`src/rtl/if_stage.sv`:
```
// Instruction-fetch stage: owns the PC, fetches over a req/ready handshake and
// drives the IF/ID register, with a one-entry skid buffer and delay-slot redirect.
module if_stage #(
  parameter logic [31:0] RESET_PC = 32'h0000_0000,
  parameter logic [31:0] NOP      = 32'h0000_0000
) (
  input  logic        CLK,
  input  logic        RST,
  input  logic        WPCIR,
  input  logic        BRANCH,
  input  logic [31:0] BPC,
  output logic        IMREQ,
  output logic [31:0] IMADDR,
  input  logic        IMRDY,
  input  logic [31:0] IMDATA,
  output logic [31:0] IDIR,
  output logic [31:0] IDPC4,
  output logic        IDVALID
);

  typedef enum logic [1:0] {RUN, RUNBR, FULL} state_e;

  state_e      state_q, state_d;
  logic [31:0] pc_q, pc_d;
  logic [31:0] btgt_q, btgt_d;
  logic [31:0] sbuf_ir_q, sbuf_ir_d;
  logic [31:0] sbuf_pc4_q, sbuf_pc4_d;
  logic [31:0] idir_q, idir_d;
  logic [31:0] idpc4_q, idpc4_d;
  logic        idvalid_q, idvalid_d;

  logic [31:0] pc_plus4;
  logic [31:0] bpc_aligned;
  logic        xfer;
  logic        br_ok;

  // NOTE: every always_comb output gets a default first so no latch is inferred.
  always_comb begin
    state_d    = state_q;
    pc_d       = pc_q;
    btgt_d     = btgt_q;
    sbuf_ir_d  = sbuf_ir_q;
    sbuf_pc4_d = sbuf_pc4_q;
    idir_d     = idir_q;
    idpc4_d    = idpc4_q;
    idvalid_d  = idvalid_q;

    pc_plus4    = pc_q + 32'd4;
    bpc_aligned = BPC & ~32'd3;
    IMREQ       = !RST && (state_q != FULL);
    xfer        = IMREQ && IMRDY;
    br_ok       = BRANCH && !WPCIR && idvalid_q;

    if (xfer) begin
      // The word completing in RUNBR is the delay slot, so it resolves the pending redirect.
      if (state_q == RUNBR) pc_d = btgt_q;
      else if (br_ok)       pc_d = bpc_aligned;
      else                  pc_d = pc_plus4;

      if (WPCIR) begin
        sbuf_ir_d  = IMDATA;
        sbuf_pc4_d = pc_plus4;
        state_d    = FULL;
      end else begin
        idir_d    = IMDATA;
        idpc4_d   = pc_plus4;
        idvalid_d = 1'b1;
        state_d   = RUN;
      end
    end else begin
      if (!WPCIR) begin
        if (state_q == FULL) begin
          idir_d    = sbuf_ir_q;
          idpc4_d   = sbuf_pc4_q;
          idvalid_d = 1'b1;
          state_d   = RUN;
        end else begin
          idir_d    = NOP;
          idvalid_d = 1'b0;
        end
      end
      if (br_ok) begin
        // A full skid buffer already holds the delay slot; otherwise park the target.
        if (state_q == FULL) begin
          pc_d = bpc_aligned;
        end else begin
          btgt_d  = bpc_aligned;
          state_d = RUNBR;
        end
      end
    end
  end

  // NOTE: sequential state uses non-blocking assignments only.
  always_ff @(posedge CLK or posedge RST) begin
    if (RST) begin
      state_q    <= RUN;
      pc_q       <= RESET_PC & ~32'd3;
      btgt_q     <= '0;
      sbuf_ir_q  <= '0;
      sbuf_pc4_q <= '0;
      idir_q     <= NOP;
      idpc4_q    <= '0;
      idvalid_q  <= 1'b0;
    end else begin
      state_q    <= state_d;
      pc_q       <= pc_d;
      btgt_q     <= btgt_d;
      sbuf_ir_q  <= sbuf_ir_d;
      sbuf_pc4_q <= sbuf_pc4_d;
      idir_q     <= idir_d;
      idpc4_q    <= idpc4_d;
      idvalid_q  <= idvalid_d;
    end
  end

  assign IMADDR  = pc_q;
  assign IDIR    = idir_q;
  assign IDPC4   = idpc4_q;
  assign IDVALID = idvalid_q;

endmodule

```
`config.mk`:
```
export PLATFORM = sky130hd
export DESIGN_NAME = if_stage
export DESIGN_NICKNAME = d
export VERILOG_FILES = /design/src/rtl/if_stage.sv
export SDC_FILE = /design/constraint.sdc
export NUM_CORES = 1
export LEC_CHECK = 0
export BUFFER_PORTS_ARGS = -buffer_cell sky130_fd_sc_hd__buf_2
export CAP_MARGIN = 20
export CORE_MARGIN = 2
export CORE_UTILIZATION = 31
export DETAILED_ROUTE_END_ITERATION = 16
export GPL_ROUTABILITY_DRIVEN = 0
export PLACE_DENSITY = 0.63
export SETUP_SLACK_MARGIN = 0.02
export SLEW_MARGIN = 10
export SYNTH_ARGS = -nofsm -noshare
export SYNTH_HDL_FRONTEND = slang
export SYNTH_SLANG_ARGS = --single-unit
```
`constraint.sdc`:
```
create_clock -name CLK -period 6.7 [get_ports CLK]
set_input_delay 1.34 -clock CLK [delete_from_list [all_inputs] [get_ports CLK]]
set_output_delay 1.34 -clock CLK [all_outputs]
set_load 0.1 [all_outputs]
```
==> results.md <==
- Startpoint types: primary input
- Cts repair resizes: 0
- Critical Path Source: WPCIR
- Largest net degree at the start of global routing: 65
- Syn avg cell area: 10.3 um^2
- Final setup viols: 0
- Clock sink total: 187
- Worst slew pin tran: 0.936 ns
- Slew Viols, Final: 0
- R2R setup slack: 3.85 ns
- Post-route antenna net violation count: 0
- Fmax: 288 MHz
- EDFF count, synth: 0
- Top-count cell post-synth: dfrtp_1
- Final Critical Period: 3.48 ns
- Chip width: 172 um
- Post-DR wirelength/cell: 18.3 um
- Clock transition at the registers of the reported paths: 0.07 ns
- Root Buffer: clkbuf_16
- GRT Total Usage: 17.1%
- Area of the mapped netlist: 8740 um^2
- Design Power: 0.00505 W
- Worst Reg-to-Reg Cells: 6
- Cts bufs inserted: 17
- DR pass1 iterations: 7
- Top cell type's share of synthesized area: 53.6%
- Max Buffers Root-to-Sink: 2
- Hold path start: IDIR[0]$_DFFE_PP0N_
- Post-Place Worst Slack: 2.83 ns
- Initial Util: 31.5%
- Crit end category: flip-flop
- Nets: 1052
- Tightest Hold Check Type: flip-flop to flip-flop
- Total Neg Setup Slack: 0 ns
- GRT Residual Overflow: 0
- Clk_skew: 0.0134 ns
- Setup CP Type: primary input to flip-flop
- Vias/cell: 5.15
- Initial DRC Count: 566
- Hold Path Stages: 2
- Cell Pwr Density: 484 nW/um^2
- Max Cap Viol: 0
- Clock latency on the worst-skew pair: 0.43 ns
- Residual DRC: 0
- Lkg Pwr: 4.68 nW
- Hold-fix buffers, CTS: 0
- Ys flop type: dfrtp_1
- Ys async rst share: 100%
- Synthesis warning total: 0
- Setup bufs post-CTS: 0
- Slew HR: 37.3%
- Post-DP Area: 9890 um^2
- RR Endpoint: IMADDR[11]$_DFFE_PP0P_
- Final Hold Fails: 0
- Final worst-path cycle share: 51.9%
- RSZ-0062 raised after global routing: false
- # IOs: 167
- Share of layout cells above drive strength 1: 28.8%
- Die area: 29500 um^2
- Total number of vias: 7086
- Distinct cells, synth: 55
- Die Height: 172 um
- Initial antenna violation count: 5
- H-tree depth: 4
- First-pass GRT wire length: 38.7 mm
- Critical path data arrival time: 3.83 ns
- FF+latch count, synth: 187
- Num rows: 61
- Register area share after synthesis: 53.6%
- Mapped Cells: 852
- Worst EP required: 7.06 ns
- Top post-synthesis cells by count: 187 x dfrtp_1, 121 x nand2_1, 99 x o21ai_0
- Vias in the first global route: 6694
- Synth top area cells: dfrtp_1 54%, mux2_2 9.3%, o21ai_0 5.7%
- Worst Hold End: IDIR[0]$_DFFE_PP0N_
- R2r startpoint: state_q[0]$_DFF_PP0_
- Worst-path fanout max: 38
- Final WL: 25.1 mm
- Port bufs: 160
- Core area: 27800 um^2
- Final Instance Area: 10400 um^2
- Final WS setup: 3.22 ns
- Status: finished clean
- Maximum vdd drop: 348 uV
- Cell taking the most area after synthesis: dfrtp_1
- Final core utilization: 37.5%
- HPWL after detailed placement: 17.2 mm
- Area growth syn-to-layout: 19.4%
- CTS tree: yes
layout by cell type, fill, tap and decap left out, types with 4 or more instances in the layout:
master      count
a31oi_1         6
nor4_1          4
nand4_1        11
o22ai_1         7
buf_4          13
o21ai_0        99
a32oi_1         4
clkbuf_16      17
dfrtp_1       187
a22oi_1        32
nor3_1         12
nand3_1        28
inv_1           6
xor2_1          9
a211oi_1        7
nand2_1       120
buf_2         160
clkinv_2        5
clkinvlp_4      5
mux2i_1        11
and4_1          6
o211ai_1        5
nor2_1         35
a222oi_1        9
and3_1         21
mux2_2         72
conb_1          4
a21oi_1        34
xnor2_1        15
per-layer routing:
layer  vias up  share of wire [%]  routed length (um)  track usage, %
li1       3341                  -                   -               -
met1      3476                 46               11600            23.8
met2       217                 45               11300            25.5
met3        46                5.6                1410            4.28
met4         6                2.9                 731            7.12
met5         -               0.18                  44               0
critical path: stages:
cell and delay [ns]:
buf_2 0.33, nand3b_1 0.66, o211ai_1 0.95, a221o_1 0.30, o21ai_0 0.08, a21oi_1 0.17
per-stage QoR:
stage	hold WS, ns	cells
after floorplan	0.442	855
after global placement	0.453	1341
after detailed placement	0.462	1341
after CTS	0.477	1373
after global routing	0.496	1374
final	0.471	1376
report_power, final:
| group | internal [W] | switching [W] |
|---|---|---|
| sequential | 0.00150 | 0.000303 |
| clock | 0.000492 | 0.000437 |
| combinational | 0.000477 | 0.00183 |
| total | 0.00247 | 0.00257 |
logic make-up after synthesis:
family | after synthesis | share of synthesized area [%]
multiplexers | 83 | 10.5
AO/OA/AOI/OAI | 221 | 15.5
XOR/XNOR | 24 | 2.41
adder cells (fa/ha/maj) | 2 | 0.258
other | 1 | 0.0429
AND/OR/NAND/NOR | 262 | 14.4
buffers and inverters | 72 | 3.28
flip-flops | 187 | 53.6
how the worst max path moves through the flow:
stage,to,slack [ns],depth (start not counted)
2_1_floorplan,IDIR[0]$_DFFE_PP0N_,0.27,1
3_3_place_gp,IMADDR[10]$_DFFE_PP0P_,2.76,6
3_5_place_dp,IMADDR[10]$_DFFE_PP0P_,2.83,6
4_1_cts,IMADDR[10]$_DFFE_PP0P_,3.28,6
5_1_grt,IMADDR[13]$_DFFE_PP0P_,3.05,6
6_report,IMADDR[10]$_DFFE_PP0P_,3.22,6
sequential cells by signal, indices dropped and copies added (netlist names):
name,cells
IDIR,32
sbuf_ir_q,32
IDPC4,30
IMADDR,30
btgt_q,30
sbuf_pc4_q,30
state_q,2
IDVALID,1
area by class of cell:
| class | instances | area, um^2 |
|---|---|---|
| repair buffers | 173 | 898 |
| multi-input cells | 596 | 3810 |
| well taps | 378 | 473 |
| clock buffers | 21 | 460 |
| clock inverters | 11 | 71.3 |
| flip-flops and latches | 187 | 4680 |
| inverters | 7 | 31.3 |
| diodes | 3 | 7.51 |
| fillers | 2810 | 17400 |
Note: power is estimated with default switching activity, not from simulation.
